## src/rtl/sec32_share_arbiter_if.sv

```systemverilog
// rtl/sec32_share_arbiter_if.sv - request/response bus between memory-read clients and the shared SEC decode arbiter
interface sec32_share_arbiter_if #(
  parameter int NREQ  = 4,
  parameter int IDX_W = 2
);
  logic [NREQ-1:0]    req_valid;
  logic [NREQ-1:0]    req_ready;
  logic [NREQ*32-1:0] req_data;
  logic [NREQ*8-1:0]  req_check;
  logic [NREQ-1:0]    req_chk_en;
  logic               rsp_valid;
  logic               rsp_ready;
  logic [31:0]        rsp_data;
  logic [IDX_W-1:0]   rsp_id;
  logic               rsp_corrected;

  modport master (
    output req_valid, req_data, req_check, req_chk_en, rsp_ready,
    input  req_ready, rsp_valid, rsp_data, rsp_id, rsp_corrected
  );

  modport slave (
    input  req_valid, req_data, req_check, req_chk_en, rsp_ready,
    output req_ready, rsp_valid, rsp_data, rsp_id, rsp_corrected
  );
endinterface

```

## src/rtl/sec32_share_arbiter.sv

```systemverilog
// rtl/sec32_share_arbiter.sv - round-robin share of one SEC decode datapath with operand and response stages
module sec32_share_arbiter #(
  parameter int NREQ  = 4,
  parameter int IDX_W = 2,
  parameter int CNT_W = 16
) (
  input  logic                 clk,
  input  logic                 rst,
  sec32_share_arbiter_if.slave bus,
  output logic [31:0]          dp_id_o,
  output logic [7:0]           dp_ic_o,
  output logic                 dp_r_o,
  input  logic [31:0]          dp_od_i,
  input  logic                 clr_count_i,
  output logic [CNT_W-1:0]     corr_count_o
);

  logic [IDX_W-1:0] rr_q, rr_d;
  logic             s1_vld_q, s1_vld_d;
  logic [31:0]      s1_data_q, s1_data_d;
  logic [7:0]       s1_check_q, s1_check_d;
  logic             s1_en_q, s1_en_d;
  logic [IDX_W-1:0] s1_idx_q, s1_idx_d;
  logic             s2_vld_q, s2_vld_d;
  logic [31:0]      s2_data_q, s2_data_d;
  logic [IDX_W-1:0] s2_id_q, s2_id_d;
  logic             s2_corr_q, s2_corr_d;
  logic [CNT_W-1:0] cnt_q, cnt_d;

  logic             grant_vld;
  logic [IDX_W-1:0] grant_idx, cand;
  logic [31:0]      sel_data;
  logic [7:0]       sel_check;
  logic             sel_en;
  logic             s2_free, s1_adv, s1_open, accept, corr_next;

  // Round-robin search: the smallest offset from rr_q wins, so offsets are scanned high to low
  always_comb begin
    grant_vld = 1'b0;
    grant_idx = '0;
    cand      = '0;
    for (int k = NREQ - 1; k >= 0; k--) begin
      cand = IDX_W'((int'(rr_q) + k) % NREQ);
      if (bus.req_valid[cand]) begin
        grant_vld = 1'b1;
        grant_idx = cand;
      end
    end
  end

  // Select the granted requester's word, check byte and check enable
  always_comb begin
    sel_data  = '0;
    sel_check = '0;
    sel_en    = 1'b0;
    for (int k = 0; k < NREQ; k++) begin
      if (grant_idx == IDX_W'(k)) begin
        sel_data  = bus.req_data[k*32 +: 32];
        sel_check = bus.req_check[k*8 +: 8];
        sel_en    = bus.req_chk_en[k];
      end
    end
  end

  assign s2_free   = ~s2_vld_q | bus.rsp_ready;
  assign s1_adv    = s1_vld_q & s2_free;
  assign s1_open   = ~s1_vld_q | s1_adv;
  assign accept    = grant_vld & s1_open;
  assign corr_next = (dp_od_i != dp_id_o);

  assign bus.req_ready     = accept ? (NREQ'(1) << grant_idx) : '0;
  assign dp_id_o           = s1_vld_q ? s1_data_q  : 32'h0;
  assign dp_ic_o           = s1_vld_q ? s1_check_q : 8'h0;
  assign dp_r_o            = s1_vld_q & s1_en_q;
  assign bus.rsp_valid     = s2_vld_q;
  assign bus.rsp_data      = s2_data_q;
  assign bus.rsp_id        = s2_id_q;
  assign bus.rsp_corrected = s2_corr_q;
  assign corr_count_o      = cnt_q;

  // Next state of both stages, the rr pointer and the saturating counter
  always_comb begin
    rr_d       = rr_q;
    s1_data_d  = s1_data_q;
    s1_check_d = s1_check_q;
    s1_en_d    = s1_en_q;
    s1_idx_d   = s1_idx_q;
    s2_data_d  = s2_data_q;
    s2_id_d    = s2_id_q;
    s2_corr_d  = s2_corr_q;
    cnt_d      = cnt_q;
    s1_vld_d   = accept | (s1_vld_q & ~s1_adv);
    s2_vld_d   = s1_adv | (s2_vld_q & ~bus.rsp_ready);
    if (accept) begin
      s1_data_d  = sel_data;
      s1_check_d = sel_check;
      s1_en_d    = sel_en;
      s1_idx_d   = grant_idx;
      rr_d       = (grant_idx == IDX_W'(NREQ - 1)) ? '0 : grant_idx + 1'b1;
    end
    if (s1_adv) begin
      s2_data_d = dp_od_i;
      s2_id_d   = s1_idx_q;
      s2_corr_d = corr_next;
    end
    if (clr_count_i) begin
      cnt_d = '0;
    end else if (s1_adv && corr_next && !(&cnt_q)) begin
      cnt_d = cnt_q + 1'b1;
    end
  end

  // State registers; reset drops any in-flight request without a response
  always_ff @(posedge clk) begin
    if (rst) begin
      rr_q       <= '0;
      s1_vld_q   <= 1'b0;
      s1_data_q  <= '0;
      s1_check_q <= '0;
      s1_en_q    <= 1'b0;
      s1_idx_q   <= '0;
      s2_vld_q   <= 1'b0;
      s2_data_q  <= '0;
      s2_id_q    <= '0;
      s2_corr_q  <= 1'b0;
      cnt_q      <= '0;
    end else begin
      rr_q       <= rr_d;
      s1_vld_q   <= s1_vld_d;
      s1_data_q  <= s1_data_d;
      s1_check_q <= s1_check_d;
      s1_en_q    <= s1_en_d;
      s1_idx_q   <= s1_idx_d;
      s2_vld_q   <= s2_vld_d;
      s2_data_q  <= s2_data_d;
      s2_id_q    <= s2_id_d;
      s2_corr_q  <= s2_corr_d;
      cnt_q      <= cnt_d;
    end
  end

endmodule

```

## src/flat_wrapper.sv

```systemverilog
// flat-port wrapper written by rule: the top's interface ports become plain ports
module sec32_share_arbiter_flat 
#(
  parameter int NREQ  = 4,
  parameter int IDX_W = 2,
  parameter int CNT_W = 16
)
  (clk, rst, dp_id_o, dp_ic_o, dp_r_o, dp_od_i, clr_count_i, corr_count_o, bus_req_valid, bus_req_data, bus_req_check, bus_req_chk_en, bus_rsp_ready, bus_req_ready, bus_rsp_valid, bus_rsp_data, bus_rsp_id, bus_rsp_corrected);
  sec32_share_arbiter_if #(.NREQ(NREQ), .IDX_W(IDX_W)) bus_i ();
  input  logic clk;
  input  logic rst;
  output logic [31:0] dp_id_o;
  output logic [7:0] dp_ic_o;
  output logic dp_r_o;
  input  logic [31:0] dp_od_i;
  input  logic clr_count_i;
  output logic [CNT_W-1:0] corr_count_o;
  input wire logic [$bits(bus_i.req_valid)-1:0] bus_req_valid;
  input wire logic [$bits(bus_i.req_data)-1:0] bus_req_data;
  input wire logic [$bits(bus_i.req_check)-1:0] bus_req_check;
  input wire logic [$bits(bus_i.req_chk_en)-1:0] bus_req_chk_en;
  input wire logic [$bits(bus_i.rsp_ready)-1:0] bus_rsp_ready;
  output wire logic [$bits(bus_i.req_ready)-1:0] bus_req_ready;
  output wire logic [$bits(bus_i.rsp_valid)-1:0] bus_rsp_valid;
  output wire logic [$bits(bus_i.rsp_data)-1:0] bus_rsp_data;
  output wire logic [$bits(bus_i.rsp_id)-1:0] bus_rsp_id;
  output wire logic [$bits(bus_i.rsp_corrected)-1:0] bus_rsp_corrected;
  assign bus_i.req_valid = bus_req_valid;
  assign bus_i.req_data = bus_req_data;
  assign bus_i.req_check = bus_req_check;
  assign bus_i.req_chk_en = bus_req_chk_en;
  assign bus_i.rsp_ready = bus_rsp_ready;
  assign bus_req_ready = bus_i.req_ready;
  assign bus_rsp_valid = bus_i.rsp_valid;
  assign bus_rsp_data = bus_i.rsp_data;
  assign bus_rsp_id = bus_i.rsp_id;
  assign bus_rsp_corrected = bus_i.rsp_corrected;
  sec32_share_arbiter #(.NREQ(NREQ), .IDX_W(IDX_W), .CNT_W(CNT_W)) u_core (.clk(clk), .rst(rst), .bus(bus_i), .dp_id_o(dp_id_o), .dp_ic_o(dp_ic_o), .dp_r_o(dp_r_o), .dp_od_i(dp_od_i), .clr_count_i(clr_count_i), .corr_count_o(corr_count_o));
endmodule
```

## config.mk

```make
export PLATFORM = sky130hd
export DESIGN_NAME = sec32_share_arbiter_flat
export DESIGN_NICKNAME = d
export VERILOG_FILES = /design/src/rtl/sec32_share_arbiter_if.sv /design/src/rtl/sec32_share_arbiter.sv /design/src/flat_wrapper.sv
export SDC_FILE = /design/constraint.sdc
export NUM_CORES = 1
export LEC_CHECK = 0
export ABC_AREA = 1
export BUFFER_PORTS_ARGS = -buffer_cell sky130_fd_sc_hd__clkbuf_2
export CORE_UTILIZATION = 45
export CTS_BUF_LIST = sky130_fd_sc_hd__clkbuf_8
export DETAILED_ROUTE_END_ITERATION = 8
export MAX_ROUTING_LAYER = met4
export PLACE_DENSITY = 0.79
export SETUP_SLACK_MARGIN = 0.3
export SLEW_MARGIN = 20
export SYNTH_ARGS = -nofsm -noshare
export SYNTH_HDL_FRONTEND = slang
export SYNTH_SLANG_ARGS = --single-unit
export TNS_END_PERCENT = 30
```

## constraint.sdc

```tcl
create_clock -name clk -period 6.6 [get_ports clk]
set_clock_uncertainty 0.1 [all_clocks]
set_input_delay 1.32 -clock clk [delete_from_list [all_inputs] [get_ports clk]]
set_output_delay 1.32 -clock clk [all_outputs]
set_load 0.02 [all_outputs]
```

# After elaboration in Yosys (flattened, before gate mapping)

Cells that the tools add are included.

Register bits after elaboration: 98
Latch bits: 0
Bits in writable memories: 0
Memory bits (read-only): 0
Input port bits: 204
Logic and storage cells: 76
Memories kept: 0

Add/subtract/negate cells: 5
Multipliers: 0
Div/mod/pow operators: 0
Order comparisons: 4
Equal/unequal tests: 4
Shift operators: 1
Muxes and demuxes: 32
Bitwise operators: 13
Reductions and logical operators: 6

Operator list:

| operator              | number |
|---|---|
| $mux 32               | 5 |
| $mux 8                | 5 |
| $ne 32x32->1          | 1 |
| $add 16x1->16 const B | 1 |
| $reduce_and 16->1     | 1 |
| $lt 2x3->1 const B    | 4 |
| $mux 1                | 12 |
| $mux 2                | 5 |
| $bmux 1 s2            | 4 |
| $and 1x1->1           | 5 |
| $add 2x1->2 const B   | 2 |
| $add 2x2->2 const B   | 2 |
| $eq 2x2->1 const B    | 2 |
| $mux 4                | 1 |
| $not 1->1             | 4 |
| $or 1x1->1            | 4 |
| $shl 1x2->4 const A   | 1 |
| $eq 2x1->1 const B    | 1 |
| $logic_and 1x1->1     | 2 |
| $logic_not 2->1       | 1 |
| $reduce_or 2->1       | 1 |
| $logic_not 1->1       | 1 |

# Logic depth before layout (Yosys ltp)

Gate-level depths: netlist of run 1.

Word-level depth: 12
Mapped depth: 17
Gate-level depth less buffers: 15

# Worst setup path before layout of run 1

OpenSTA, ideal clock, no wires.

Kind: in2out
From: input port bus_req_valid[0]
To: output port bus_req_ready[2]
Data arrival time: 3064 ps
Data required time: 5180 ps
Path slack: 2116 ps
Cell stages on the path: 13
Cell sequence: inv_1 > o21ai_0 > nand2_1 > nand2_1 > nand3_1 > nand3_1 > nand2_1 > inv_1 > ha_1 > clkbuf_1 > clkinv_1 > clkbuf_1 > nor2_1

Cells in the longest elaborated chain, start to end: 8
Elaborated cells between the ends (all ways): 19
Those cells by class: shift: 1; mux: 17; bitwise: 1

Ends and longest elaborated chain:

| what                          | line                      | text |
|---|---|---|
| from (decl)                   | flat_wrapper.sv:18        | `input wire logic [$bits(bus_i.req_valid)-1:0] bus_req_valid;` |
| $bmux 1 s2                    | sec32_share_arbiter.sv:44 | `if (bus.req_valid[cand]) begin` |
| $mux 1 (not written as such)  | sec32_share_arbiter.sv:44 |  |
| $mux 2 (3 in series)          | sec32_share_arbiter.sv:44 |  |
| $mux 2 *                      | sec32_share_arbiter.sv:44 |  |
| named net u_core.grant_idx[0] | sec32_share_arbiter.sv:31 | `logic [IDX_W-1:0] grant_idx, cand;` |
| $shl 1x2->4 *                 | sec32_share_arbiter.sv:71 | `assign bus.req_ready = accept ? (NREQ'(1) << grant_idx) : '0;` |
| $mux 4 *                      | sec32_share_arbiter.sv:71 |  |
| to (decl)                     | flat_wrapper.sv:23        | `output wire logic [$bits(bus_i.req_ready)-1:0] bus_req_ready;` |

Mark *: on every way through the listed nets, which the timed path passes. The rest lies on a longest branch. The select of a mux whose other input is x is not followed.

# Worst setup path after layout of run 1

From: input port bus_req_valid[3]
To: output port bus_req_ready[3]

Same word-level chain as after synthesis.

==> results of run 1 <==
==> through the flow <==
| stage | instances | util | total power (uW) | instance area (um2) | worst slack, ns |
|---|---|---|---|---|---|
| 2_1_floorplan | 866 | - | 2280 | 5900 | 2.12 |
| 3_3_place_gp | 1278 | 0.580 | 2730 | 7380 | 1.65 |
| 3_5_place_dp | 1278 | 0.580 | 2760 | 7380 | 1.58 |
| 4_1_cts | 1292 | 0.596 | 3190 | 7580 | 1.58 |
| 5_1_grt | 1292 | 0.596 | 3450 | 7580 | 1.25 |
| 6_report | 1292 | 0.596 | 3190 | 7580 | 1.51 |
==> worst max-delay path: stages <==
cell and delay [ns]:
sky130_fd_sc_hd__clkbuf_2 0.08, sky130_fd_sc_hd__inv_1 0.04, sky130_fd_sc_hd__o21ai_0 0.31, sky130_fd_sc_hd__nand2_1 0.11, sky130_fd_sc_hd__nand2_1 0.09, sky130_fd_sc_hd__nand3_1 0.06, sky130_fd_sc_hd__nand3_1 0.07, sky130_fd_sc_hd__nand2_1 0.12
sky130_fd_sc_hd__inv_1 0.13, sky130_fd_sc_hd__ha_2 0.80, sky130_fd_sc_hd__clkinv_1 0.21, sky130_fd_sc_hd__nor2_1 0.15, sky130_fd_sc_hd__clkbuf_2 0.18
==> power groups by stage <==
stage | clock, uW | sequential [uW] | combinational [uW]
after floorplan | 0 | 836 | 1440
after detailed placement | 0 | 838 | 1920
after global routing | 460 | 847 | 2140
after CTS | 433 | 826 | 1930
after global placement | 0 | 836 | 1890
final | 425 | 830 | 1930
==> final timing paths <==
| path | start | endpoint | slack (ns) | depth (start not counted) |
|---|---|---|---|---|
| min reg2reg | u_core.s1_idx_q[0]$_SDFFE_PP0P_ | u_core.bus.rsp_id[0]$_SDFFE_PP0P_ | 0.36 | 2 |
| max | bus_req_valid[3] | bus_req_ready[3] | 1.51 | 13 |
| max reg2reg | u_core.rr_q[0]$_SDFFE_PP0P_ | u_core.s1_data_q[22]$_SDFFE_PP0P_ | 3.03 | 10 |
| min | u_core.s1_idx_q[0]$_SDFFE_PP0P_ | u_core.bus.rsp_id[0]$_SDFFE_PP0P_ | 0.36 | 2 |
==> registers in the layout, indices dropped and copies added (netlist names) <==
| register | count |
|---|---|
| u_core.s1_idx_q | 2 |
| u_core.bus.rsp_corrected | 1 |
| u_core.bus.rsp_data | 32 |
| u_core.s1_en_q | 1 |
| u_core.s1_vld_q | 1 |
| u_core.s1_check_q | 8 |
| u_core.s1_data_q | 32 |
| u_core.bus.rsp_id | 2 |
| u_core.bus.rsp_valid | 1 |
| u_core.corr_count_o | 16 |
| u_core.rr_q | 2 |
==> final cells by class <==
cell class	count	area (um2)
fill	1264	5140
multi-input combinational	593	3240
sequential	98	1960
timing repair buffer	306	1550
inverter	109	410
tap	172	215
clock buffer	10	138
clock inverter	4	68.8
==> kinds of logic (layout without fill, tap and decap cells) <==
family,after synthesis,after routing,share of synthesized area
buffers and inverters,175,429,0.122
adder cells (fa/ha/maj),5,5,0.0106
AND/OR/NAND/NOR,270,270,0.197
XOR/XNOR,14,14,0.0208
AO/OA/AOI/OAI,304,304,0.317
flip-flops,98,98,0.332
==> synth_stat cells (2+ instances only) <==
cell type	number	area share
sky130_fd_sc_hd__nand4_1	17	0.018
sky130_fd_sc_hd__nand2_1	159	0.10
sky130_fd_sc_hd__nand2_2	11	0.012
sky130_fd_sc_hd__buf_2	11	0.0093
sky130_fd_sc_hd__o21ai_0	75	0.064
sky130_fd_sc_hd__buf_1	2	0.0013
sky130_fd_sc_hd__buf_4	4	0.0051
sky130_fd_sc_hd__xnor2_1	5	0.0074
sky130_fd_sc_hd__o211ai_1	41	0.052
sky130_fd_sc_hd__a221o_1	41	0.070
sky130_fd_sc_hd__xor2_1	9	0.013
sky130_fd_sc_hd__clkinv_1	2	0.0013
sky130_fd_sc_hd__ha_1	5	0.011
sky130_fd_sc_hd__nand3_1	44	0.037
sky130_fd_sc_hd__buf_6	3	0.0057
sky130_fd_sc_hd__nor2_1	35	0.022
sky130_fd_sc_hd__inv_1	106	0.067
sky130_fd_sc_hd__a21oi_1	129	0.11
sky130_fd_sc_hd__o21ai_1	7	0.0059
sky130_fd_sc_hd__a21oi_2	11	0.016
sky130_fd_sc_hd__dfxtp_1	98	0.33
sky130_fd_sc_hd__clkbuf_1	45	0.029
==> per-layer routing <==
| metal | share of wire | vias up |
|---|---|---|
| li1 | - | 3454 |
| met1 | 0.42 | 3151 |
| met2 | 0.49 | 278 |
| met3 | 0.067 | 36 |
| met4 | 0.025 | 0 |
| met5 | 0 | - |
==> cells in the final DEF, fill, tap and decap left out, types with 3 or more instances in the layout <==
cell / netlist / routed
sky130_fd_sc_hd__clkbuf_2: 0 / 300
sky130_fd_sc_hd__nand2_1: 159 / 159
sky130_fd_sc_hd__a21oi_1: 129 / 129
sky130_fd_sc_hd__inv_1: 106 / 105
sky130_fd_sc_hd__dfxtp_1: 98 / 97
sky130_fd_sc_hd__o21ai_0: 75 / 75
sky130_fd_sc_hd__nand3_1: 44 / 44
sky130_fd_sc_hd__a221o_1: 41 / 41
sky130_fd_sc_hd__o211ai_1: 41 / 41
sky130_fd_sc_hd__nor2_1: 35 / 34
sky130_fd_sc_hd__nand4_1: 17 / 17
sky130_fd_sc_hd__nand2_2: 11 / 11
sky130_fd_sc_hd__a21oi_2: 11 / 10
sky130_fd_sc_hd__clkbuf_8: 0 / 10
sky130_fd_sc_hd__xor2_1: 9 / 9
sky130_fd_sc_hd__o21ai_1: 7 / 7
sky130_fd_sc_hd__buf_4: 4 / 6
sky130_fd_sc_hd__xnor2_1: 5 / 5
sky130_fd_sc_hd__ha_2: 0 / 3
==> results.txt, run 1 <==
* Part of the power in combinational logic: 0.606
- The worst setup path is launched from a primary input.
* Result of the run: completed
* Die outline area: 0.0136 mm2
- Clock network fraction of design power: 0.133
* Setup repair after global routing missed its margin: no
- Met3 Track Usage GR: 0.0405
- Final routed wire length divided by cell count: 15.1 um
* Number of ports placed on the die boundary: 301
- The worst setup path is captured at a primary output.
* Fraction of power consumed by sequential logic: 0.260
- M2 GR Usage: 0.488
- Die Y: 117 um
* Clock tree root buffer cell: sky130_fd_sc_hd__clkbuf_8
- Placeable Area: 0.0127 mm2
* Overflow after GRT: 0
- Worst min path class: flip-flop to flip-flop
- TritonCTS created 9 clock buffers.
- The first global-routing pass estimated 30,000 um of wire.
- The Yosys step of the flow raised 0 warnings.
- The synthesized design contains 98 register bits.
* First-pass iteration count of the detailed router: 5
- Switching Fraction: 0.461
- Input and output buffers added on the ports amount to 300.
- Counting flops with a built-in enable in the synthesized netlist gives 0.
- Total count of hold-check failures in the final report: 0
- The first routing iteration left 641 violations.
- Routability congestion estimate: 0.926
- Gates resized during post-CTS repair numbered 0.
- Required time of the critical path: 5.18 ns
- Synth Instances: 866
- The net count of the finished layout is 1,326.
- The internal portion of the total power is 1720 uW.
* Crit path arrival time: 3.67 ns
- Met1 capacity usage during global routing: 0.358
- Adding up every negative setup slack in the final design gives 0 ns.
- Antenna violations before repair: 0
* Unique masters post-synth: 28
- Final antenna-violating net count: 0
- Clock transition time at the flip-flop clock pins of the worst setup and hold paths: 0.08 ns
- ANT cells: 0
- Worst setup path category: primary input to primary output
* Share of cells above drive strength 1: 0.313
- Worst Max-Slew Pin Slew: 0.975 ns
- Total GRT Usage: 0.293
* Vias in the first global route: 6,203
- Shortest period the worst path allows: 5.09 ns
* Max rail drop VDD: 607 uV
* Remaining DRCs: 0
- Of all nets on the critical path, the largest fanout is 42.
- Upper clock frequency limit: 197 MHz
- After synthesis, the mean cell area works out to 6.81 um2.
- NetSw: 1470 uW
- Clk_lat worst skew: 0.38 ns
* CTS H-tree depth: 3
* Final-report setup violation count: 0
- In this run the power density over the cells is 420 mW/mm2.
* Maximum buffer depth of the clock tree: 2
- Final number of max-transition violations: 0
* Final period utilization: 0.771
* Final-layout worst hold slack: 0.365 ns
- Relative slew margins: 0.350
* Sequential share of the synthesized area: 0.332
- Flip-flop cell with the highest count after synthesis: sky130_fd_sc_hd__dfxtp_1
* Num Clock Sinks: 98
* Proportion of register bits with asynchronous set or reset after synthesis: 0
* Largest net degree at the start of global routing: 79
* Final WL: 19,500 um
* Number of vias per cell after detailed routing: 5.36
- Relative area change from synthesis to final layout: 28.5%
* Total via count after detailed routing: 6,919
- Most utilized layer in the global route result: met2
- Initial core utilization: 0.464
- TritonCTS built the clock tree.
* Setup Fix Bufs, Post-CTS: 0
- Final HPWL from detailed placement: 14,300 um
- Width of the die: 117 um
- The floorplan has 41 rows.
- Number of max-cap violations: 0
* Leakage: 0.00395 uW
- Post-Synthesis Net Count: 1,075
- Combined area of all synthesized cells: 0.00590 mm2
- For this design, the CTS-stage hold fixing added 0 buffers.
Power figures use the tool's default switching activity.
==> run 2, diff against run 1 <==
CORE_UTILIZATION = 43   (was 45)
clock period = 4.34 ns   (was 6.6 ns; I/O delays follow)
==> run 2 against run 1 <==
First-iteration DRC count fell by 13%. Global-route usage rose by 0.62 points. Routed wire length rose by 6.5%. Power rose by 55%. Critical path depth fell by 3. Utilization fell by 2.2 points. Via count rose by 1.7%. Critical endpoint is now bus_req_ready[2].
==> results.txt, run 2 (same netlist as run 1, synthesis figures left out) <==
- Upper clock frequency limit: 289 MHz
- Critical path launch point: u_core.rr_q[0]$_SDFFE_PP0P_
* Final period utilization: 0.797
- The final-report setup violation count came to 0 (unchanged).
- The worst register-to-register path begins at u_core.rr_q[0]$_SDFFE_PP0P_.
- Placeable Area: 0.0133 mm2 (+4.5%)
* Initial core utilization: 0.444 (-0.0200)
- Setup_tns: 0 ns (unchanged)
- The flow ran to the end, and the final reports show no timing, DRC or antenna violations.
- NetSw: 2350 uW (+60%)
- The top-level I/O count was 301 (unchanged).
- The total power came to 4940 uW (+55%).
* Worst min path class: flip-flop to flip-flop
* Met3 Track Usage GR: 0.0623 (+0.0218)
- Final-layout worst hold slack: 0.362 ns (-0.00266 ns)
- The fraction of final layout cells sized beyond drive strength 1 came to 0.318 (+0.00487).
- Total count of hold-check failures in the final report: 0 (unchanged)
- Width of the die: 119 um (+2.3%)
* Final number of max-transition violations: 0 (unchanged)
* Met1 capacity usage during global routing: 0.356 (-0.00173)
- Clk_lat worst skew: 0.39 ns (about the same)
- The library cell used most frequently in the layout, excluding fill and tap cells, is sky130_fd_sc_hd__clkbuf_2.
- Number of filler cells placed in the layout: 1,318 (+4.3%)
* Maximum buffer depth of the clock tree: 2 (unchanged)
* Relative area change from synthesis to final layout: 29.3%
* Shortest period the worst path allows: 3.46 ns
* Wire length of the first global-routing pass: 32,300 um (+7.6%)
- Antenna violations before repair: 1 (+1)
- Worst setup path category: flip-flop to primary output
* Minimum setup slack among reg-to-reg paths: 1.23 ns (-1.80 ns)
* Most utilized layer in the global route result: met2
* Total CTS buffers: 9 (unchanged)
* Routability congestion estimate: 0.891 (-3.8%)
- The fraction of power consumed by the clock network came to 0.127 (-0.006).
- The post-CTS resize count is 0 (unchanged).
- Num Clock Sinks: 98 (unchanged)
- Total via count after detailed routing: 7,036 (+1.7%)
* Critical Path Start Type: flip-flop
* Leakage: 0.00397 uW (+0.45%)
- The total number of nets in the final design was 1,332 (+0.45%).
- First-pass iteration count of the detailed router: 5 (unchanged)
- The final routed wire length divided by cell count is 15.9 um (+5.4%).
- Non-Filler Cell Area, Final: 0.00763 mm2 (+0.63%)
- Part of the power in combinational logic: 0.615 (+0.009)
- Max rail drop VDD: 819 uV (+35%)
- CTS Hold Buffers Added: 0 (unchanged)
- Total GRT Usage: 0.300 (+0.00622)
* Relative slew margins: 0.491 (+0.141)
- Design internal power: 2580 uW (+50%)
- The logic depth of the worst register-to-register path is 13 (+3).
* Number of standard-cell rows in the floorplan: 42 (+2.4%)
* Category of the worst setup path capture point: primary output
- The critical path ends at bus_req_ready[2].
* Setup repair after global routing missed its margin: no
* Switching Fraction: 0.477 (+0.0158)
- The total wire length came to 20,700 um (+6.5%).
- The number of remaining DRC errors was 0 (unchanged).
- Die outline area: 0.0142 mm2 (+4.6%)
- Crit path arrival time: 2.49 ns (-1.18 ns)
- The required time of the critical path is 3.37 ns (-1.81 ns).
- The largest fanout on the critical path is 13 (-69%).
- The overall overflow remaining after global route is 0 (unchanged).
- Number of vias per cell after detailed routing: 5.39 (+0.68%)
- Worst Max-Slew Pin Slew: 0.762 ns (-0.213 ns)
- The maximum level of the CTS H-tree is 3 (unchanged).
- The post-detailed-placement cell area was 0.00743 mm2 (+0.68%).
- Clock transition time at the flip-flop clock pins of the worst setup and hold paths: 0.09 ns (about the same)
- The endpoint identified for the worst register-to-register timing path is u_core.s1_data_q[17]$_SDFFE_PP0P_.
* Fraction of power consumed by sequential logic: 0.258 (-0.002)
* Number of DRC markers in iteration 0: 555 (-13%)
* Die Y: 119 um (+2.3%)
- Input/output buffers: 300 (unchanged)
- TritonCTS clock tree: yes
- The final antenna-violating net count was 0 (unchanged).
* Ratio of total power to cell area: 647 mW/mm2 (+54%)
* Number of max-cap violations: 0 (unchanged)
- Vias in the first global route: 6,262 (+0.95%)
* Top library cells by usage in the layout, fill and taps aside: sky130_fd_sc_hd__clkbuf_2, sky130_fd_sc_hd__nand2_1, sky130_fd_sc_hd__a21oi_1, sky130_fd_sc_hd__inv_1, sky130_fd_sc_hd__dfxtp_1
* Final HPWL from detailed placement: 15,000 um (+5.3%)
* Clock tree root buffer cell: sky130_fd_sc_hd__clkbuf_8
- Setup Fix Bufs, Post-CTS: 0 (unchanged)
- The largest net degree at the start of global routing was 51 (-35%).
* M2 GR Usage: 0.489 (+0.000767)
==> run 2: cell types whose count changed in the layout (fill, tap and decap cells not counted) <==
cell                         previous run  this run
sky130_fd_sc_hd__clkinv_2               2         0
sky130_fd_sc_hd__buf_4                  6        12
sky130_fd_sc_hd__clkinvlp_4             0         3
sky130_fd_sc_hd__inv_2                  2         3
sky130_fd_sc_hd__diode_2                0         1
sky130_fd_sc_hd__bufinv_16              2         1
sky130_fd_sc_hd__inv_6                  0         1
==> run 2: area by class of cell <==
class / count / area (um2) / area share
tap: 176 / 220 / 0.0289
inverter: 109 / 409 / 0.0536
timing repair buffer: 312 / 1590 / 0.209
sequential: 98 / 1960 / 0.257
antenna: 1 / 2.50 / 0.000328
clock buffer: 10 / 138 / 0.0180
clock inverter: 6 / 65.1 / 0.00853
multi-input combinational: 593 / 3240 / 0.425
==> run 2: stage by stage <==
step | instances | util | setup WS [ns]
after floorplan | 866 | - | 0.760
after global placement | 1288 | 0.559 | 0.986
after detailed placement | 1288 | 0.559 | 0.923
after CTS | 1304 | 0.574 | 0.885
after global routing | 1305 | 0.574 | 0.701
final | 1305 | 0.574 | 0.882
==> run 2: metal layers <==
metal	routed length, um	share of wire
met1	8460	0.41
met2	10100	0.49
met3	1570	0.076
met4	603	0.029
met5	0	0
==> run 2: power by group through the flow <==
stage               Clock, uW  Sequential (uW)  Combinational [uW]
floorplan                   0             1270                2190
global placement            0             1280                2960
detailed placement          0             1290                3020
CTS                       642             1270                3020
global route              689             1300                3350
finish                    627             1270                3040
==> run 2: worst min-delay path by stage <==
stage,startpoint,end,cells past startpoint
floorplan,u_core.s1_idx_q[0]$_SDFFE_PP0P_,u_core.bus.rsp_id[0]$_SDFFE_PP0P_,2
global placement,u_core.s1_idx_q[0]$_SDFFE_PP0P_,u_core.bus.rsp_id[0]$_SDFFE_PP0P_,2
detailed placement,u_core.s1_idx_q[0]$_SDFFE_PP0P_,u_core.bus.rsp_id[0]$_SDFFE_PP0P_,2
CTS,u_core.s1_idx_q[0]$_SDFFE_PP0P_,u_core.bus.rsp_id[0]$_SDFFE_PP0P_,2
global route,u_core.bus.rsp_corrected$_SDFFE_PP0P_,u_core.bus.rsp_corrected$_SDFFE_PP0P_,2
finish,u_core.s1_idx_q[0]$_SDFFE_PP0P_,u_core.bus.rsp_id[0]$_SDFFE_PP0P_,2
==> run 2: worst max-delay path, cell delays in order (launching register included) <==
cell and delay (ns):
sky130_fd_sc_hd__dfxtp_1 0.58, sky130_fd_sc_hd__o21ai_0 0.26, sky130_fd_sc_hd__nor2_1 0.32, sky130_fd_sc_hd__nor2_1 0.07, sky130_fd_sc_hd__nand3_1 0.09, sky130_fd_sc_hd__nand2_1 0.11
sky130_fd_sc_hd__inv_1 0.13, sky130_fd_sc_hd__ha_2 0.19, sky130_fd_sc_hd__clkinv_1 0.07, sky130_fd_sc_hd__nor2_1 0.10, sky130_fd_sc_hd__clkbuf_2 0.18
==> run 3, diff against run 2 <==
ABC_AREA = 0   (was 1)
CORE_UTILIZATION = 45   (was 43)
PLACE_DENSITY = 0.78   (was 0.79)
clock period = 3.55 ns   (was 4.34 ns; I/O delays follow)
==> run 3 against run 2 <==
Hold slack lost 0.0026 ns. Sequential share of layout area decreased by 1.2 points. Die area shrank 0.16%. Sequential power grew 8%. Clock power is 40% higher. Critical path type is now primary input to primary output. Largest power group is now sequential cells.
==> results.txt, run 3 <==
- Top library cells by usage in the layout, fill and taps aside: sky130_fd_sc_hd__clkbuf_2, sky130_fd_sc_hd__nand2_1, sky130_fd_sc_hd__nor2_1, sky130_fd_sc_hd__dfxtp_1, sky130_fd_sc_hd__a21oi_1
- The final routed wire length divided by cell count came to 15.9 um (+0.11%).
- Worst min path class: flip-flop to flip-flop
- The number of placement rows was 42 (unchanged).
- Shortest period the worst path allows: 2.91 ns
- Resized cells post-CTS: 0 (unchanged)
- In this run the clock root is driven by a sky130_fd_sc_hd__clkbuf_8.
- The final instance count without filler cells was 1,307 (+0.15%).
- The total wire length was 20,800 um (+0.27%).
* Hold path startpoint: u_core.bus.rsp_data[16]$_SDFFE_PP0P_
* Final Net Count: 1,335 (+0.23%)
* Relative slew margins: 0.371 (-0.120)
* First-pass iteration count of the detailed router: 6 (+1)
- The number of setup buffers added after CTS was 0 (unchanged).
- Yosys synthesis warning count: 0 (unchanged)
- Worst Setup Slack post-DPL: 0.439 ns (-0.483 ns)
- Static timing analysis puts the maximum clock frequency at 344 MHz.
- Number of synthesized register bits: 98 (unchanged)
- Cells taking the most area after synthesis: sky130_fd_sc_hd__dfxtp_1, sky130_fd_sc_hd__nand2_1, sky130_fd_sc_hd__a21oi_1
- The area used by multi-input combinational logic was 0.00392 mm2 (+21%).
- Relative to the synthesized area, the layout overhead comes to 29.8%.
- The register area share after synthesis is 0.318 (-0.0142).
* Placed Cells: 1,291 (+0.23%)
* Wire length of the first global-routing pass: 32,300 um (+0.28%)
* Setup ws final: 0.645 ns (-0.238 ns)
- The setup path with the least slack is of type primary input to primary output.
* Final-report setup violation count: 0 (unchanged)
- The fraction of final layout cells sized beyond drive strength 1 came to 0.300 (-0.0185).
- Width of the die: 119 um (about the same)
- The signal on the critical path passes through clkbuf_2 > inv_1 > nor2_1 > a21oi_1 > o221ai_1 > inv_1 > ha_2 > and2_1 > clkbuf_2.
- The run finished with clean final reports.
- The hold-critical path depth was 2 (unchanged).
- Number of DRC markers in iteration 0: 501 (-9.7%)
- The fill cell total of the finished layout was 1,291 (-2.0%).
- STA classifies the critical path startpoint as a primary input.
* TritonCTS clock tree: yes
- The post-DP HPWL is 15,900 um (+5.8%).
* CTS H-tree depth: 3 (unchanged)
* Most instantiated library cell after synthesis: sky130_fd_sc_hd__nand2_1
- Final period utilization: 0.818
* R2r endpoint: u_core.corr_count_o[4]$_SDFFE_PP0P_
- Minimum setup slack among reg-to-reg paths: 0.76 ns (-0.47 ns)
- Final-layout worst hold slack: 0.360 ns (-0.00259 ns)
- The combined buffer and inverter count along the critical path was 4 (+1).
* Leading cell types by count after synthesis: sky130_fd_sc_hd__nand2_1, sky130_fd_sc_hd__nor2_1, sky130_fd_sc_hd__dfxtp_1
- The worst register-to-register path begins at u_core.s1_vld_q$_SDFF_PP0_.
* Input/output buffers: 300 (unchanged)
- Required time of the critical path: 2.74 ns (-0.63 ns)
- ANT cells: 0 (-1)
* Final antenna-violating net count: 0 (unchanged)
- Remaining DRCs: 0 (unchanged)
* Total GRT Usage: 0.298 (-0.00183)
* Total CTS buffers: 9 (unchanged)
- The hold-fix buffer count after cts is 0 (unchanged).
- Antenna violations before repair: 0 (-1)
- The number of pins with negative max-slew slack in the final report was 0 (unchanged).
- The register cell area after layout came to 0.00196 mm2 (unchanged).
- The clock-pin transition on the worst setup and hold timing paths came to 0.09 ns (about the same).
- Share of the synthesized area in the top cell type: 0.318 (-0.0142)
* Slowest library cell on the worst path: sky130_fd_sc_hd__o221ai_1
- Unique masters post-synth: 46 (+64%)
- Setup_tns: 0 ns (unchanged)
- Setup repair after global routing left no endpoint under its margin.
- Vias in the first global route: 6,449 (+3.0%)
- The detailed-route via count is 7,122 (+1.2%).
- For this run, the leading register cell type out of synthesis is sky130_fd_sc_hd__dfxtp_1.
* Routability congestion estimate: 0.900 (+0.98%)
- The power density relative to cell area was 442 mW/mm2 (-32%).
- The number of standard cells after synthesis is 873 (+0.81%).
- The largest net degree at the start of global routing was 86 (+69%).
- The synthesized net count is 1,082 (+0.65%).
* Clk_lat worst skew: 0.37 ns (-0.02 ns)
- The y dimension of the die came to 119 um (about the same).
* Num Clock Sinks: 98 (unchanged)
- The worst stage delay on the critical path is 0.39 ns (-0.19 ns).
* Cell taking the most area after synthesis: sky130_fd_sc_hd__dfxtp_1
- The worst hold path terminates at u_core.bus.rsp_data[16]$_SDFFE_PP0P_.
- The logic depth of the worst register-to-register path is 9 (-4).
- Number of ports placed on the die boundary: 301 (unchanged)
* Placement-stage cell area: 0.00776 mm2 (+4.5%)
* Initial core utilization: 0.464 (+0.0199)
* Category of the worst setup path capture point: primary output
* Overflow after GRT: 0 (unchanged)
- Synthesized area per cell: 7.06 um2 (+3.6%)
* Worst Max-Slew Pin Slew: 0.944 ns (+0.182 ns)
- Leakage: 0.00356 uW (-10%)
- Kind of cell with the highest combined delay on the critical path: compound AO/OA/AOI/OAI gates
- Worst Path Max Fanout: 5 (-8)
* Number of flops mapped to enable cells by yosys: 0 (unchanged)
- Number of max-cap violations: 0 (unchanged)
- The cell area after synthesis came to 0.00616 mm2 (+4.5%).
- The area of the placeable core came to 0.0133 mm2 (unchanged).
- The maximum vdd drop is 296 uV (-64%).
* Leading cell type in the layout, fill and taps excluded: sky130_fd_sc_hd__clkbuf_2
- The final non-filler cell area is 0.00800 mm2 (+4.8%).
* Proportion of register bits with asynchronous set or reset after synthesis: 0 (unchanged)
- Crit path arrival time: 2.10 ns (-0.39 ns)
* Number of vias per cell after detailed routing: 5.45 (+1.1%)
- Die outline area: 0.0142 mm2 (-0.16%)
- The buffer levels on the longest clock path came to 2 (unchanged).
- Total count of hold-check failures in the final report: 0 (unchanged)
run 3: cell count changes after synthesis, sizes merged, moves of 39 or more:
cell,previous run,this run
a221o,41,0
inv,107,8
nor2,35,112
a211oi,0,40
a21oi,140,95
and2,0,45
mux2i,0,39
run 3: power breakdown:
part | switching [uW] | internal, uW
Clock | 412 | 467
Combinational | 750 | 533
Sequential | 148 | 1230
run 3: tightest hold or removal path: cells and delay by family, from the launching register on:
kind	cells	cell delay, ns
DFF	1	0.32
and+or+nand+nor	1	0.05
AOI/OAI and AO/OA	1	0.05
run 3: cell families after synthesis:
kind of cell	after synthesis	share of synthesized area
buffers and inverters	77	0.0501
xor gates and xnor gates	16	0.0227
muxes	39	0.0633
adders and majority gates	5	0.0101
and+or+nand+nor	396	0.306
AOI/OAI and AO/OA	242	0.229
DFF	98	0.318
run 3: routing by layer:
metal	vias up	wire length, um	track usage
li1	3560	-	-
met1	3199	8810	0.364
met2	297	9790	0.474
met3	66	1220	0.0393
met4	0	987	0.165
met5	-	0	-
run 3: worst max path at each step:
| stage | from | end | slack [ns] | cells after the start |
|---|---|---|---|---|
| after floorplan | bus_req_valid[0] | bus_req_ready[2] | 0.54 | 8 |
| after global placement | bus_req_valid[0] | u_core.s1_data_q[12]$_SDFFE_PP0P_ | 0.54 | 13 |
| after detailed placement | bus_req_valid[0] | u_core.s1_check_q[7]$_SDFFE_PP0P_ | 0.44 | 14 |
| after CTS | bus_req_valid[0] | bus_req_ready[1] | 0.65 | 9 |
| after global routing | bus_req_valid[0] | bus_req_ready[3] | 0.46 | 9 |
| final | bus_req_valid[0] | bus_req_ready[1] | 0.64 | 9 |
run 3: stage by stage:
| step | power, uW | utilization |
|---|---|---|
| final | 3540 | 0.602 |
| after global routing | 3750 | 0.602 |
| after CTS | 3540 | 0.602 |
| after detailed placement | 2680 | 0.583 |
| after global placement | 2650 | 0.583 |
| after floorplan | 2230 | - |
run 3: area by class of cell:
| cell class | instances | share of cell area |
|---|---|---|
| Tap cell | 176 | 0.0275 |
| Clock inverter | 7 | 0.0147 |
| Inverter | 8 | 0.00375 |
| Clock buffer | 9 | 0.0155 |
| Sequential cell | 98 | 0.245 |
| Timing Repair Buffer | 311 | 0.203 |
| Multi-Input combinational cell | 698 | 0.490 |
